$ cat src/rtl/vwb_sequencer_if.sv
// Vector writeback sequencer bus: command handshake, result beat handshake,
// old-destination read port and register file write port.
// master = command/result source side, slave = the sequencer.
interface vwb_sequencer_if;
    logic        cmd_valid;
    logic        cmd_ready;
    logic [4:0]  cmd_wa;
    logic [2:0]  cmd_sew;
    logic [2:0]  cmd_lmul;
    logic [7:0]  cmd_vl;
    logic        res_valid;
    logic        res_ready;
    logic [63:0] res_data;
    logic [4:0]  ra_old;
    logic [63:0] rd_old;
    logic [4:0]  wa;
    logic [63:0] wd;
    logic        wen;
    logic        busy;
    logic        done;
    logic        err;

    modport master (
        output cmd_valid, cmd_wa, cmd_sew, cmd_lmul, cmd_vl,
               res_valid, res_data, rd_old,
        input  cmd_ready, res_ready, ra_old, wa, wd, wen, busy, done, err
    );

    modport slave (
        input  cmd_valid, cmd_wa, cmd_sew, cmd_lmul, cmd_vl,
               res_valid, res_data, rd_old,
        output cmd_ready, res_ready, ra_old, wa, wd, wen, busy, done, err
    );
endinterface

$ cat src/rtl/vwb_sequencer.sv
// Vector writeback sequencer: accepts one writeback command, then writes one
// 64-bit beat per register of the LMUL group, replacing tail elements.
// Optional feature macro: VWB_TAIL_UNDISTURBED_EN
//   defined   -> tail elements keep the old register contents (rd_old)
//   undefined -> tail elements are written all-ones, ra_old tied to 0
//
// state | meaning
// IDLE  | waiting for a command, cmd_ready high
// WRITE | consuming result beats, one register write per beat
// DONE  | one-cycle done pulse (err marks a rejected command)
module vwb_sequencer #(
    parameter int VLEN  = 64,
    parameter int NREGS = 32
) (
    input  logic          clk_i,
    input  logic          rst_i,
    vwb_sequencer_if.slave bus
);
    typedef enum logic [1:0] {IDLE, WRITE, DONE} state_t;

    state_t      state_q, state_d;
    logic [4:0]  base_q, base_d;
    logic [1:0]  sew_q, sew_d;
    logic [1:0]  lsh_q, lsh_d;
    logic [2:0]  beat_q, beat_d;
    logic [7:0]  vl_q, vl_d;
    logic        err_q, err_d;
    logic [4:0]  wa_q, wa_d;
    logic [63:0] wd_q, wd_d;
    logic        wen_q, wen_d;

    logic [1:0]  cmd_lsh;
    logic [3:0]  cmd_nregs;
    logic [7:0]  cmd_vlmax;
    logic        cmd_bad;
    logic [4:0]  target;
    logic [2:0]  nregs_m1;
    logic [63:0] tail_data;
    logic [63:0] merged;

    // Command decode: fractional LMUL collapses to a single register
    always_comb begin
        cmd_lsh   = bus.cmd_lmul[2] ? 2'd0 : bus.cmd_lmul[1:0];
        cmd_nregs = 4'd1 << cmd_lsh;
        cmd_vlmax = (8'd8 >> bus.cmd_sew[1:0]) << cmd_lsh;
        cmd_bad   = bus.cmd_sew[2] | (bus.cmd_lmul == 3'd4) |
                    ((bus.cmd_wa & {1'b0, cmd_nregs - 4'd1}) != 5'd0);
    end

    assign target   = base_q + {2'b00, beat_q};
    assign nregs_m1 = {lsh_q == 2'd3, lsh_q >= 2'd2, lsh_q >= 2'd1};

`ifdef VWB_TAIL_UNDISTURBED_EN
    assign tail_data  = bus.rd_old;
    assign bus.ra_old = target;
`else
    logic unused_rd_old;
    assign unused_rd_old = ^bus.rd_old;
    assign tail_data     = '1;
    assign bus.ra_old    = 5'd0;
`endif

    // Per-byte body/tail merge; a byte is body when its element index < vl
    always_comb begin
        merged = '0;
        for (int j = 0; j < 8; j++) begin
            logic [7:0] idx;
            idx = ({5'd0, beat_q} << (2'd3 - sew_q)) + (8'(j) >> sew_q);
            merged[j*8 +: 8] = (idx < vl_q) ? bus.res_data[j*8 +: 8]
                                            : tail_data[j*8 +: 8];
        end
    end

    // Next-state and datapath update
    always_comb begin
        state_d = state_q;
        base_d  = base_q;
        sew_d   = sew_q;
        lsh_d   = lsh_q;
        beat_d  = beat_q;
        vl_d    = vl_q;
        err_d   = err_q;
        wa_d    = wa_q;
        wd_d    = wd_q;
        wen_d   = 1'b0;
        case (state_q)
            IDLE: begin
                if (bus.cmd_valid) begin
                    base_d  = bus.cmd_wa;
                    sew_d   = bus.cmd_sew[1:0];
                    lsh_d   = cmd_lsh;
                    beat_d  = 3'd0;
                    vl_d    = (bus.cmd_vl < cmd_vlmax) ? bus.cmd_vl : cmd_vlmax;
                    err_d   = cmd_bad;
                    state_d = cmd_bad ? DONE : WRITE;
                end
            end
            WRITE: begin
                if (bus.res_valid) begin
                    wen_d  = 1'b1;
                    wa_d   = target;
                    wd_d   = merged;
                    beat_d = beat_q + 3'd1;
                    if (beat_q == nregs_m1) state_d = DONE;
                end
            end
            DONE: begin
                err_d   = 1'b0;
                state_d = IDLE;
            end
            default: state_d = IDLE;
        endcase
    end

    // State and write-port registers with synchronous active-low reset
    always_ff @(posedge clk_i) begin
        if (!rst_i) begin
            state_q <= IDLE;
            base_q  <= '0;
            sew_q   <= '0;
            lsh_q   <= '0;
            beat_q  <= '0;
            vl_q    <= '0;
            err_q   <= 1'b0;
            wa_q    <= '0;
            wd_q    <= '0;
            wen_q   <= 1'b0;
        end else begin
            state_q <= state_d;
            base_q  <= base_d;
            sew_q   <= sew_d;
            lsh_q   <= lsh_d;
            beat_q  <= beat_d;
            vl_q    <= vl_d;
            err_q   <= err_d;
            wa_q    <= wa_d;
            wd_q    <= wd_d;
            wen_q   <= wen_d;
        end
    end

    assign bus.cmd_ready = (state_q == IDLE) & rst_i;
    assign bus.res_ready = (state_q == WRITE);
    assign bus.busy      = (state_q != IDLE);
    assign bus.done      = (state_q == DONE);
    assign bus.err       = (state_q == DONE) & err_q;
    assign bus.wa        = wa_q;
    assign bus.wd        = wd_q;
    assign bus.wen       = wen_q;
endmodule

$ cat src/flat_wrapper.sv
// flat-port wrapper written by rule: the top's interface ports become plain ports
module vwb_sequencer_flat 
#(
    parameter int VLEN  = 64,
    parameter int NREGS = 32
)
  (clk_i, rst_i, bus_cmd_valid, bus_cmd_wa, bus_cmd_sew, bus_cmd_lmul, bus_cmd_vl, bus_res_valid, bus_res_data, bus_rd_old, bus_cmd_ready, bus_res_ready, bus_ra_old, bus_wa, bus_wd, bus_wen, bus_busy, bus_done, bus_err);
  vwb_sequencer_if bus_i ();
  input  logic clk_i;
  input  logic rst_i;
  input wire logic [$bits(bus_i.cmd_valid)-1:0] bus_cmd_valid;
  input wire logic [$bits(bus_i.cmd_wa)-1:0] bus_cmd_wa;
  input wire logic [$bits(bus_i.cmd_sew)-1:0] bus_cmd_sew;
  input wire logic [$bits(bus_i.cmd_lmul)-1:0] bus_cmd_lmul;
  input wire logic [$bits(bus_i.cmd_vl)-1:0] bus_cmd_vl;
  input wire logic [$bits(bus_i.res_valid)-1:0] bus_res_valid;
  input wire logic [$bits(bus_i.res_data)-1:0] bus_res_data;
  input wire logic [$bits(bus_i.rd_old)-1:0] bus_rd_old;
  output wire logic [$bits(bus_i.cmd_ready)-1:0] bus_cmd_ready;
  output wire logic [$bits(bus_i.res_ready)-1:0] bus_res_ready;
  output wire logic [$bits(bus_i.ra_old)-1:0] bus_ra_old;
  output wire logic [$bits(bus_i.wa)-1:0] bus_wa;
  output wire logic [$bits(bus_i.wd)-1:0] bus_wd;
  output wire logic [$bits(bus_i.wen)-1:0] bus_wen;
  output wire logic [$bits(bus_i.busy)-1:0] bus_busy;
  output wire logic [$bits(bus_i.done)-1:0] bus_done;
  output wire logic [$bits(bus_i.err)-1:0] bus_err;
  assign bus_i.cmd_valid = bus_cmd_valid;
  assign bus_i.cmd_wa = bus_cmd_wa;
  assign bus_i.cmd_sew = bus_cmd_sew;
  assign bus_i.cmd_lmul = bus_cmd_lmul;
  assign bus_i.cmd_vl = bus_cmd_vl;
  assign bus_i.res_valid = bus_res_valid;
  assign bus_i.res_data = bus_res_data;
  assign bus_i.rd_old = bus_rd_old;
  assign bus_cmd_ready = bus_i.cmd_ready;
  assign bus_res_ready = bus_i.res_ready;
  assign bus_ra_old = bus_i.ra_old;
  assign bus_wa = bus_i.wa;
  assign bus_wd = bus_i.wd;
  assign bus_wen = bus_i.wen;
  assign bus_busy = bus_i.busy;
  assign bus_done = bus_i.done;
  assign bus_err = bus_i.err;
  vwb_sequencer #(.VLEN(VLEN), .NREGS(NREGS)) u_core (.clk_i(clk_i), .rst_i(rst_i), .bus(bus_i));
endmodule
$ cat config.mk
export PLATFORM = sky130hd
export DESIGN_NAME = vwb_sequencer_flat
export DESIGN_NICKNAME = d
export VERILOG_FILES = /design/src/rtl/vwb_sequencer_if.sv /design/src/rtl/vwb_sequencer.sv /design/src/flat_wrapper.sv
export SDC_FILE = /design/constraint.sdc
export NUM_CORES = 1
export LEC_CHECK = 0
export ABC_AREA = 0
export BUFFER_PORTS_ARGS = -buffer_cell sky130_fd_sc_hd__buf_4
export CELL_PAD_IN_SITES_DETAIL_PLACEMENT = 1
export CELL_PAD_IN_SITES_GLOBAL_PLACEMENT = 1
export CORE_MARGIN = 2
export CORE_UTILIZATION = 36
export CTS_CLUSTER_SIZE = 14
export DETAILED_ROUTE_END_ITERATION = 6
export GPL_TIMING_DRIVEN = 0
export PLACE_DENSITY_LB_ADDON = 0.15
export SYNTH_ARGS = -nofsm -noshare
export SYNTH_HDL_FRONTEND = slang
export SYNTH_SLANG_ARGS = --single-unit
$ cat constraint.sdc
create_clock -name clk_i -period 4 [get_ports clk_i]
set_clock_uncertainty 0.2 [all_clocks]
set_input_delay 1 -clock clk_i [delete_from_list [all_inputs] [get_ports clk_i]]
set_output_delay 1 -clock clk_i [all_outputs]
set_load 0.03 [all_outputs]
==> results of run 1 <==
## logic make-up after synthesis
kind of cell | count (synthesis)
AOI/OAI and AO/OA | 245
xor gates and xnor gates | 24
adders and majority gates | 69
buffers and inverters | 104
DFF | 93
muxes | 7
other | 1
and+or+nand+nor | 176
## cells in the final DEF (no fill, tap or decap), types with 6 or more instances in the layout
cell type and count:
nor3_1 7, conb_1 8, xnor2_1 13, o221a_2 9, o21a_1 10, nand2b_1 6, clkbuf_1 33, clkbuf_16 9
nand3_1 18, nor2b_1 7, buf_4 171, nor2_1 43, inv_1 54, o21ai_0 65, and2_1 20, a21oi_1 62
a21boi_0 19, nand2_1 42, o221a_1 8, dfxtp_1 91, xor2_1 11, o31a_1 8, ha_1 64, a21o_1 8
a31oi_1 12
## state kept, by name, indices dropped and copies added, names as in the netlist
register,cells
u_core.sew_q,2
u_core.vl_q,8
u_core.bus.wa,5
u_core.err_q,1
u_core.lsh_q,2
u_core.base_q,5
u_core.bus.wd,64
u_core.state_q,2
u_core.beat_q,3
u_core.bus.wen,1
## worst register-to-register path: stages, from the launching register on
cell and delay [ps]:
dfxtp_2 350, buf_4 160, clkinvlp_4 210, ha_4 260, nor2_2 170, nor2_1 80
fa_1 410, a21boi_0 170, o21ai_1 180, xnor2_1 160, ha_1 260, and4b_1 210
and4_1 210, o21ai_0 80, o211ai_1 110, buf_4 200, o31a_1 250
## layer usage
metal	vias to the layer above	wire length [um]	track usage [%]
li1	2929	-	-
met3	34	1050	5.10
met1	2905	8680	27.5
met4	0	501	8.06
met2	129	10400	43.6
met5	-	0	0
## timing repair
item | CTS | global route
pin swaps | 1 | 3
resized for setup | 10 | 17
setup buffers | 1 | 6
setup endpoints to repair | 32 | 33
gates cloned | 0 | 0
hold endpoints to repair | 0 | 0
## power groups by stage
stage	sequential [mW]	combinational, mW	clock (mW)
2_1_floorplan	1.05	0.290	0
3_3_place_gp	1.01	0.531	0
3_5_place_dp	1.01	0.557	0
4_1_cts	0.990	0.572	0.852
5_1_grt	0.995	0.637	0.888
6_report	0.990	0.580	0.836
## per-stage QoR
step,total power [mW],setup WS (ps)
finish,2.41,227
global route,2.52,-4.27
CTS,2.41,2.16
detailed placement,1.57,-645
global placement,1.54,-544
floorplan,1.34,397
## worst min-delay path by stage
stage | to | slack [ps] | start
2_1_floorplan | u_core.base_q[0] | 250 | u_core.base_q[0]
4_1_cts | u_core.bus.wa[3] | 270 | u_core.bus.wa[3]
6_report | u_core.bus.wa[3] | 270 | u_core.bus.wa[3]
3_5_place_dp | u_core.bus.wa[3] | 260 | u_core.bus.wa[3]
5_1_grt | u_core.bus.wa[3] | 300 | u_core.bus.wa[3]
3_3_place_gp | u_core.bus.wa[3] | 250 | u_core.bus.wa[3]
## cells in the mapped netlist (3+ instances only)
cell type	n	area share [%]
a21oi_1	64	5.4
fa_1	3	1.0
o22ai_1	3	0.31
nor3b_1	5	0.63
o21ai_0	66	5.5
nor2_1	45	2.8
ha_1	66	14
o2111ai_1	3	0.44
nand3b_1	5	0.63
nor3_1	8	0.67
o21a_1	10	1.3
dfxtp_1	93	31
inv_1	55	3.5
nand3_1	18	1.5
buf_2	3	0.25
clkbuf_1	36	2.3
o221a_1	8	1.5
nand2b_1	6	0.63
a21o_1	8	1.0
o221a_2	9	1.7
mux2i_1	6	1.0
xor2_1	11	1.6
buf_4	6	0.75
a21boi_0	20	2.5
nand2_1	42	2.6
o31a_1	8	1.2
and4b_1	3	0.50
and3_1	4	0.42
xnor2_1	13	1.9
and2_1	20	2.1
a31oi_1	12	1.3
o211ai_1	4	0.50
nor2b_1	7	0.73
a211oi_1	5	0.63
## layout make-up
class / instances / share of cell area, %
Sequential cell: 93 / 23.6
Clock buffer: 12 / 3.25
Buffer: 46 / 2.78
Clock inverter: 4 / 0.381
Tap cell: 220 / 3.49
Multi-Input combinational cell: 529 / 48.1
Inverter: 56 / 2.71
Timing Repair Buffer: 164 / 15.6
==> results.md, run 1 <==
Route:
- The first routing iteration left 196 violations.
- The number of vias per cell is 5.34.
- The DRC violation count after routing is 0.
- The final routed wire length divided by cell count is 18.4 um.
- The wire length after detailed routing is 20.6 mm.
- The number of vias after detailed routing is 5997.
- For this run, the detailed router's first-pass iteration total came to 4.
- The remaining number of nets flagged by the antenna check after routing is 0.

CTS:
- The H-tree was split into 3 levels.
- For this design, the CTS-stage hold fixing added 0 buffers.
- The CTS tree is done.
- The post-CTS clock slew at the launch and capture registers of the worst setup and hold paths is 70 ps.
- TritonCTS created 9 clock buffers.
- The clock reaches the later pin of the worst-skew pair after 360 ps.
- In this run the clock root is driven by a clkbuf_16.
- The sink count of the clock tree is 93.
- The maximum clock path buffer count is 2.

Layout:
- The finished layout holds 1124 standard cells, fillers aside.
- Registers take 1860 um2.
- The multi-input combinational cells in the finished layout cover a total of 3800 um2.
- Counting the fill cells in the layout gives 1987.
- In the final layout, the share of cells above drive strength 1 is 24.3%.
- Compared with the post-synthesis result, the final layout area differs by 31.9%.
- The core occupancy in the finished layout is 48.1%.
- The number of antenna diodes in the final layout is 0.
- The finished cells cover 7890 um2.
- The final-stage net count is 1119.

Floorplanning:
- The core region area is 16400 um2.
- After floorplanning, the core was divided into 47 placement rows.
- For this configuration, the core starts out at a cell density of 36.4%.
- The I/O pin count is 231.
- The overall die width is 133 um.
- The floorplan step set the die height to 133 um.
- The floorplan step defined a die boundary enclosing 17700 um2.

Setup path:
- The setup slack of the most critical reg-to-reg path is 230 ps.
- The startpoint type of the worst setup path is a register.
- The delay of the slowest critical-path stage is 410 ps.
- The length in cells of the worst reg-to-reg path is 16.
- In this run the critical register-to-register path is launched from u_core.sew_q[0].
- The required time at the endpoint of the critical path is 4040 ps.
- The number of buffers and inverters on the critical path is 3.
- Grouping stages by cell kind, the critical path spends the most delay in adder cells.
- The beginning of the critical path is u_core.sew_q[0].
- The critical path runs through a total of 16 cells.
- The worst setup path is captured at a register.
- The endpoint identified for the worst register-to-register timing path is u_core.bus.wd[41].
- The most critical setup path has its endpoint at u_core.bus.wd[41].
- Along the worst path, the maximum fanout reaches 9.
- Among all stages on the critical path, the largest delay is contributed by fa_1.
- Walking the worst path, the cells encountered are buf_4 -> clkinvlp_4 -> ha_4 -> nor2_2 -> nor2_1 -> fa_1 -> a21boi_0 -> o21ai_1 -> xnor2_1 -> ha_1 -> and4b_1 -> and4_1 -> o21ai_0 -> o211ai_1 -> buf_4 -> o31a_1.
- The signal arrival time at the worst endpoint is 3810 ps.
- The classification of the worst setup path is register to register.
- The cell occurring most often along the worst timing path is buf_4.

Power:
- The switching power is 0.746 mW.
- The net switching share of the total power is 31.0%.
- In this run the static leakage power is 3.58 nW.
- In this run, the clock network consumes 34.8% of the power.
- The worst ir drop on vdd is 0.211 mV.
- The portion of total power attributed to sequential cells is 41.1%.
- Combinational cells account for 24.1% of the total power.
- In this run the power density over the cells is 305 nW/um2.
- Cell internal power was estimated by the tool at 1.66 mW.

Flow run:
- The count of max-cap constraint violations is 0.

Logic synthesis:
- After synthesis the netlist holds a flip-flop and latch count of 93.
- After technology mapping, the gate count stands at 719.
- Counting flops with an async set or reset pin after synthesis yields a share of 0%.
- The area fraction in and, or, nand and nor cells after synthesis is 15.0%.
- The dominant synthesized flop cell is dfxtp_1.
- The number of distinct library cells after synthesis is 67.
- The synthesized area per cell is 8.32 um2.
- The cell area after technology mapping is 5980 um2.
- Of the total synthesized cell area, the portion taken by XOR and XNOR cells is 3.52%.
- The adder and majority gate portion of the synthesized area is 14.8%.
- After synthesis, the share of cell area in mux cells is 1.19%.
- Summing the areas of all compound-gate instances in the mapped netlist gives 27.1% of the synthesized area.
- The total number of yosys warnings is 0.
- The number of flops mapped to enable cells by yosys is 0.
- After synthesis, the largest family of logic cells by area is compound AO/OA/AOI/OAI gates.
- Sequential elements use 31.1% of the synthesized area.

Global route:
- The via count of the first global-routing pass is 6556.
- The total global routing overflow is 0.
- The first global-routing pass estimated 33.4 mm of wire.
- The maximum number of pins on one net before global-route repair is 16.
- The number of antenna violations at the first check in global routing came to 0.
- Global routing consumed, over all layers together, 23.9% of the routing resources.

STA:
- Hold timing on the final database bottoms out at a slack of 269 ps.
- The relative slew slack is 48.2%.
- The final count of pins violating max slew is 0.
- At the pin with the least slew margin, the transition time is 772 ps.
- The maximum clock frequency is 265 MHz.
- The final-report hold violation count is 0.
- The post-layout minimum cycle time is 3770 ps.
- The summed negative setup slack over all endpoints is 0 ps.
- The ratio of final minimum period to clock period is 94.3%.
- Setup violations remaining at the end of the flow were counted as 0.

Min path:
- The worst hold path was traced through 2 stages.
- The tightest min-delay check is of the register to register type.

Placed design:
- Once placement finished, the instance area stood at 7460 um2.
- The final estimated routing congestion in global placement is 0.895.
- Detailed placement ended at an HPWL of 16.2 mm.
- After detailed placement, the design holds a cell count of 1103.
- Input and output buffers added on the ports amount to 157.

Status:
- The run finished with clean final reports.
No activity file was read; power rests on OpenSTA's default activity.
==> inputs of run 2 (changes only) <==
CORE_ASPECT_RATIO = 1.75   (was unset)
==> run 2 against run 1 <==
  * First-iteration DRC count down 1.0%
  * Critical path depth down 1
  * Largest cell class unchanged
  * Clock-buffer cell count down 2
  * Clock power up 11%
  * Non-clock buffer count down 2
  * Sequential share of layout area about the same
  * Largest power group unchanged
  * Global-route usage up 1.1 points
==> results.md, run 2 (synthesized netlist as in run 1, its figures left out) <==
Floorplanning:
- The overall die width is 101 um (was 133 um).
- The number of standard-cell rows in the floorplan is 62 (was 47).
- The core region area came to 16400 um2 (about the same).
- The vertical die dimension is 174 um (was 133 um).
- The I/O pin count is 231 (unchanged).
- The overall die area is 17700 um2 (about the same).
- The starting density of the core is 36.5% (was 36.4%).

Setup path:
- The startpoint type of the worst setup path is a register (unchanged).
- The required time at the endpoint of the critical path was 4040 ps (about the same).
- The category of the worst setup path capture point is a register (unchanged).
- The signal arrival time at the worst endpoint was 3870 ps (was 3810 ps).
- The classification of the worst setup path is register to register (unchanged).
- The maximum fanout count along the critical path is 9 (unchanged).

Placed design:
- The worst slack at placement is -590 ps (was -645 ps).
- The cell area reported after detailed placement is 7460 um2 (about the same).
- The number of placed instances, taps included is 1107 (was 1103).
- The final estimated routing congestion in global placement is 0.923 (was 0.895).
- The post-DP HPWL came to 17.3 mm (was 16.2 mm).
- The count of port buffers added during placement is 157 (unchanged).

STA:
- The worst hold slack across all endpoints is 265 ps (was 269 ps).
- The transition at the pin with the smallest max-transition slack is 683 ps (was 772 ps).
- The summed negative setup slack over all endpoints is 0 ps (unchanged).
- The maximum clock frequency came to 261 MHz (was 265 MHz).
- The post-layout minimum cycle time came to 3840 ps (was 3770 ps).
- The relative slew slack is 54.1% (was 48.2%).
- The final count of negative-setup-slack endpoints is 0 (unchanged).
- The final-report hold violation count is 0 (unchanged).
- The worst setup margin came to 164 ps (was 227 ps).
- The final count of pins violating max slew is 0 (unchanged).
- The ratio of final minimum period to clock period came to 95.9% (was 94.3%).

Layout:
- The post-route cell area is 7890 um2 (about the same).
- The core occupancy in the finished layout was 48.2% (was 48.1%).
- The share of cells above drive strength 1 is 24.3% (about the same).
- The number of flip-flops in the largest register is 64 (unchanged).
- The area taken by flip-flops and latches is 1860 um2 (about the same).
- Most used cells in the layout excluding fill and tap cells: buf_4 (168), dfxtp_1 (93), o21ai_0 (65), ha_1 (64), a21oi_1 (62) (was buf_4 (171), dfxtp_1 (91), o21ai_0 (65), ha_1 (64), a21oi_1 (62)).
- The final-stage net count was 1117 (was 1119).
- The multi-input logic area is 3780 um2 (was 3800 um2).
- The most frequent standard cell in the layout excluding fill and tap cells is buf_4 (unchanged).
- The non-filler instance count after layout is 1126 (was 1124).
- The growth of design area from synthesis to finish is 32.0% (was 31.9%).
- The antenna diode count is 0 (unchanged).
- The number of filler cells placed in the layout is 1970 (was 1987).

CTS:
- The total of hold buffers inserted after clock tree synthesis was 0 (unchanged).
- The number of H-tree levels is 3 (unchanged).
- The clock buffer count from CTS is 9 (unchanged).
- The sink count of the clock tree is 93 (unchanged).
- The library cell used as clock root buffer is clkbuf_16 (unchanged).
- The CTS tree is done (unchanged).
- The post-CTS clock slew at the launch and capture registers of the worst setup and hold paths is 70 ps (about the same).
- The clock latency on the worst-skew pair is 350 ps (was 360 ps).
- The maximum clock path buffer count is 2 (unchanged).

Global route:
- The total global routing overflow came to 0 (unchanged).
- The maximum number of pins on one net before global-route repair is 18 (was 16).
- The wire length of the first global-routing pass was 34.6 mm (was 33.4 mm).
- The number of antenna violations at the first check in global routing came to 0 (unchanged).
- The via count of the first global-routing pass is 6630 (was 6556).
- The overall track demand over capacity in global routing is 24.9% (was 23.9%).

Power:
- The leakage power summed over all cells is 3.58 nW (about the same).
- The overall power of the completed layout is 2.50 mW (was 2.41 mW).
- The worst ir drop on vdd is 0.208 mV (was 0.211 mV).
- The power per cell area is 317 nW/um2 (was 305 nW/um2).

Route:
- The remaining number of nets flagged by the antenna check after routing is 0 (unchanged).
- The final routed wire length divided by cell count is 19.5 um (was 18.4 um).
- The DRC violation count after routing came to 0 (unchanged).
- The number of vias per cell is 5.42 (was 5.34).
- The number of DRC markers in iteration 0 was 194 (was 196).
- The number of vias after detailed routing is 6100 (was 5997).
- The length of the first detailed-routing pass in iterations is 4 (unchanged).
- The wire length after detailed routing is 21.9 mm (was 20.6 mm).

Min path:
- The type of the worst min-delay path is register to register (unchanged).

Flow run:
- The count of max-cap constraint violations was 0 (unchanged).

Status:
- Result of the run: finished clean (unchanged).
run 2: worst max-delay path: stages (launching register included):
cell and delay, ps:
dfxtp_1 380, clkbuf_4 210, clkinvlp_4 180, buf_4 190, o21ai_4 310, ha_2 420
a21o_1 230, nand2_1 130, xnor2_1 150, ha_1 270, and4b_1 220, and4_1 200
o21ai_0 70, o211ai_1 110, buf_4 210, o31a_1 250
run 2: repair_timing:
item,CTS,global route
pin swaps,1,2
cloned,0,0
gates resized for setup,11,16
setup buffers,1,4
setup endpoints to repair,32,43
run 2: power by group:
part           internal [mW]  leakage [nW]  switching, mW
clock                  0.513         0.152          0.412
sequential             0.963         0.755         0.0270
combinational          0.238          2.68          0.350
run 2: final timing paths:
check | from | end | slack [ps] | cells after the start
min reg2reg | u_core.bus.wa[3] | u_core.bus.wa[3] | 260 | 2
max | u_core.sew_q[0] | u_core.bus.wd[42] | 160 | 15
max reg2reg | u_core.sew_q[0] | u_core.bus.wd[42] | 160 | 15
min | u_core.bus.wa[3] | u_core.bus.wa[3] | 260 | 2
run 2: per-layer routing:
metal  vias to the layer above  GRT usage, %  wire length [um]
met5                         -             0                 0
met4                         0          9.57               835
met3                        56          3.94               865
met2                       154          49.3             12500
met1                      2978          24.9              7730
li1                       2912             -                 -
run 2: area by class of cell:
type	instances	area share [%]
multi-input cells	529	48.0
flip-flops and latches	93	23.6
repair buffers	162	15.4
well taps	224	3.55
clock buffers	10	3.03
plain buffers	46	2.79
inverters	56	2.71
clock inverters	6	0.951
==> inputs of run 3 (changes only) <==
--- a/config.mk
+++ b/config.mk
@@ -16,4 +16,5 @@
 export DETAILED_ROUTE_END_ITERATION = 6
 export GPL_TIMING_DRIVEN = 0
+export MAX_ROUTING_LAYER = met4
 export PLACE_DENSITY_LB_ADDON = 0.15
 export SYNTH_ARGS = -nofsm -noshare
--- a/constraint.sdc
+++ b/constraint.sdc
@@ -3,3 +3,3 @@
 set_input_delay 1 -clock clk_i [delete_from_list [all_inputs] [get_ports clk_i]]
 set_output_delay 1 -clock clk_i [all_outputs]
-set_load 0.03 [all_outputs]
+set_load 0.1 [all_outputs]
==> run 3 against run 2 <==
  * Cell area down 0.65%
  * Critical path depth down 3
  * Sequential power about the same
  * Combinational power up 26%
  * Maximum frequency down 1.1%
  * Non-clock buffer count down 4
  * Global-route usage up 1.0 points
  * Worst setup slack worse by 43 ps
  * Power up 4.5%
  * Die area unchanged
  * Largest power group unchanged
==> results.md, run 3 (synthesized netlist as in run 1, its figures left out) <==
CTS:
- The sink count of the clock tree was 93 (unchanged).
- The clock latency on the worst-skew pair is 350 ps (about the same).
- The post-CTS clock slew at the launch and capture registers of the worst setup and hold paths is 70 ps (about the same).
- The clock buffer count from CTS is 9 (unchanged).
- The library cell used as clock root buffer is clkbuf_16 (unchanged).
- The number of H-tree levels is 3 (unchanged).
- The maximum clock path buffer count was 2 (unchanged).
- The CTS tree is done (unchanged).

Layout:
- The antenna diode count is 0 (unchanged).
- The core occupancy in the finished layout was 47.9% (was 48.2%).
- Most used cells in the layout excluding fill and tap cells: buf_4 (164), dfxtp_1 (93), o21ai_0 (65), ha_1 (65), a21oi_1 (62) (was buf_4 (168), dfxtp_1 (93), o21ai_0 (65), ha_1 (64), a21oi_1 (62)).
- The final-stage net count is 1113 (was 1117).
- The number of flip-flops in the largest register is 64 (unchanged).
- The growth of design area from synthesis to finish is 31.1% (was 32.0%).
- The share of cells above drive strength 1 is 23.4% (was 24.3%).
- The most frequent standard cell in the layout excluding fill and tap cells is buf_4 (unchanged).

Floorplanning:
- The vertical die dimension is 174 um (unchanged).
- The overall die area came to 17700 um2 (unchanged).
- The number of standard-cell rows in the floorplan is 62 (unchanged).
- The starting density of the core is 36.5% (unchanged).
- The I/O pin count is 231 (unchanged).
- The core region area is 16400 um2 (unchanged).
- The overall die width came to 101 um (unchanged).

STA:
- The final-report hold violation count is 0 (unchanged).
- The relative slew slack came to 40.0% (was 54.1%).
- The worst hold slack across all endpoints is 265 ps (about the same).
- The final count of negative-setup-slack endpoints is 0 (unchanged).
- The post-layout minimum cycle time is 3880 ps (was 3840 ps).
- The maximum clock frequency is 258 MHz (was 261 MHz).
- The final count of pins violating max slew was 0 (unchanged).
- The transition at the pin with the smallest max-transition slack came to 894 ps (was 683 ps).
- The ratio of final minimum period to clock period was 97.0% (was 95.9%).
- Setup repair after global routing could not meet its margin everywhere.

Power:
- The combinational group share of total power was 28.2% (was 23.5%).
- The power per cell area is 334 nW/um2 (was 317 nW/um2).
- The worst ir drop on vdd was 0.219 mV (was 0.208 mV).
- The clock network fraction of design power was 33.9% (was 36.9%).
- The overall power of the completed layout is 2.62 mW (was 2.50 mW).
- The switching power is 0.926 mW (was 0.789 mW).
- The portion of total power attributed to sequential cells is 37.9% (was 39.6%).
- The leakage power summed over all cells is 3.56 nW (was 3.58 nW).
- The net switching share of the total power came to 35.4% (was 31.5%).
- The internal cell power is 1.69 mW (was 1.71 mW).

Route:
- The number of vias per cell came to 5.41 (was 5.42).
- The number of DRC markers in iteration 0 is 213 (was 194).
- The remaining number of nets flagged by the antenna check after routing came to 0 (unchanged).
- The number of vias after detailed routing is 6074 (was 6100).
- The final routed wire length divided by cell count is 19.5 um (about the same).
- The wire length after detailed routing is 21.9 mm (about the same).
- The DRC violation count after routing is 0 (unchanged).
- The length of the first detailed-routing pass in iterations is 4 (unchanged).

Min path:
- The launch instance of the worst min-delay path is u_core.bus.wa[3] (unchanged).
- The type of the worst min-delay path was register to register (unchanged).

Setup path:
- The signal arrival time at the worst endpoint is 3970 ps (was 3870 ps).
- The startpoint type of the worst setup path is a register (unchanged).
- The maximum fanout count along the critical path is 10 (was 9).
- The beginning of the critical path is u_core.sew_q[1] (was u_core.sew_q[0]).
- The startpoint of the lowest-slack register-to-register path is u_core.sew_q[1] (was u_core.sew_q[0]).
- The category of the worst setup path capture point is a register (unchanged).
- The classification of the worst setup path is register to register (unchanged).
- The required time at the endpoint of the critical path is 4090 ps (was 4040 ps).

Global route:
- The global-route met1 utilization is 26.0% (was 24.9%).
- The most used routing layer in global routing is met2 (unchanged).
- The overall track demand over capacity in global routing is 25.9% (was 24.9%).
- The met3 usage in global routing is 3.18% (was 3.94%).
- The total global routing overflow is 0 (unchanged).
- The wire length of the first global-routing pass is 34.5 mm (was 34.6 mm).
- The global routing met2 resource utilization was 48.0% (was 49.3%).
- The number of antenna violations at the first check in global routing is 0 (unchanged).
- The maximum number of pins on one net before global-route repair is 17 (was 18).
- The via count of the first global-routing pass was 6675 (was 6630).

Flow run:
- The count of max-cap constraint violations came to 0 (unchanged).

Placed design:
- The final estimated routing congestion in global placement came to 0.909 (was 0.923).
- The count of port buffers added during placement is 157 (unchanged).
- The post-DP HPWL is 17.4 mm (was 17.3 mm).

Status:
- Result of the run: finished clean (unchanged).
==> run 3: power groups by stage <==
stage	Combinational, mW	Clock [mW]	Sequential, mW
detailed placement	0.722	0	1.01
global route	0.793	0.939	0.995
finish	0.739	0.886	0.991
global placement	0.697	0	1.01
CTS	0.737	0.908	0.990
floorplan	0.324	0	1.17
==> run 3: final timing paths <==
| kind | to | slack, ps | cells past startpoint |
|---|---|---|---|
| hold reg to reg | u_core.bus.wa[3] | 270 | 2 |
| hold / removal | u_core.bus.wa[3] | 270 | 2 |
| setup reg to reg | u_core.bus.wd[7] | 120 | 12 |
| setup / recovery | u_core.bus.wd[7] | 120 | 12 |
==> run 3: through the flow <==
step	instance area, um2	setup WS (ps)	setup TNS, ps	instances
floorplan	6010	71.0	0	726
global placement	7460	-473	-10810	1107
detailed placement	7460	-579	-14750	1107
CTS	7810	1.07	0	1123
global route	7840	1.34	0	1122
finish	7840	121	0	1122
==> run 3: final cells by class <==
type                       count  area [um2]
multi-input combinational    529        3780
inverter                      56         210
clock buffer                  10         229
sequential                    93        1860
buffer                        46         218
clock inverter                 6        71.3
timing repair buffer         158        1190
tap                          224         280
fill                        1999        8530
==> run 3: worst max-delay path: stages (launching register included) <==
cell and delay [ps]:
dfxtp_1 400, buf_6 160, clkbuf_2 240, nor2_1 130, a21oi_1 410, inv_1 100
buf_2 220, ha_1 340, nand4_1 110, a311oi_1 290, a2111oi_0 160, o31ai_2 700
o221a_2 340
==> run 3: metal layers <==
layer	vias up	part of all wire [%]
met2	154	57
met1	2966	36
met5	-	0
met3	53	3.3
li1	2901	-
met4	0	4.5
==> run 3: timing repair <==
action	4_1_cts	5_1_grt
setup buffers	1	0
hold buffers	0	0
gates resized for setup	11	9
setup endpoints to repair	33	49
pin swaps	1	0
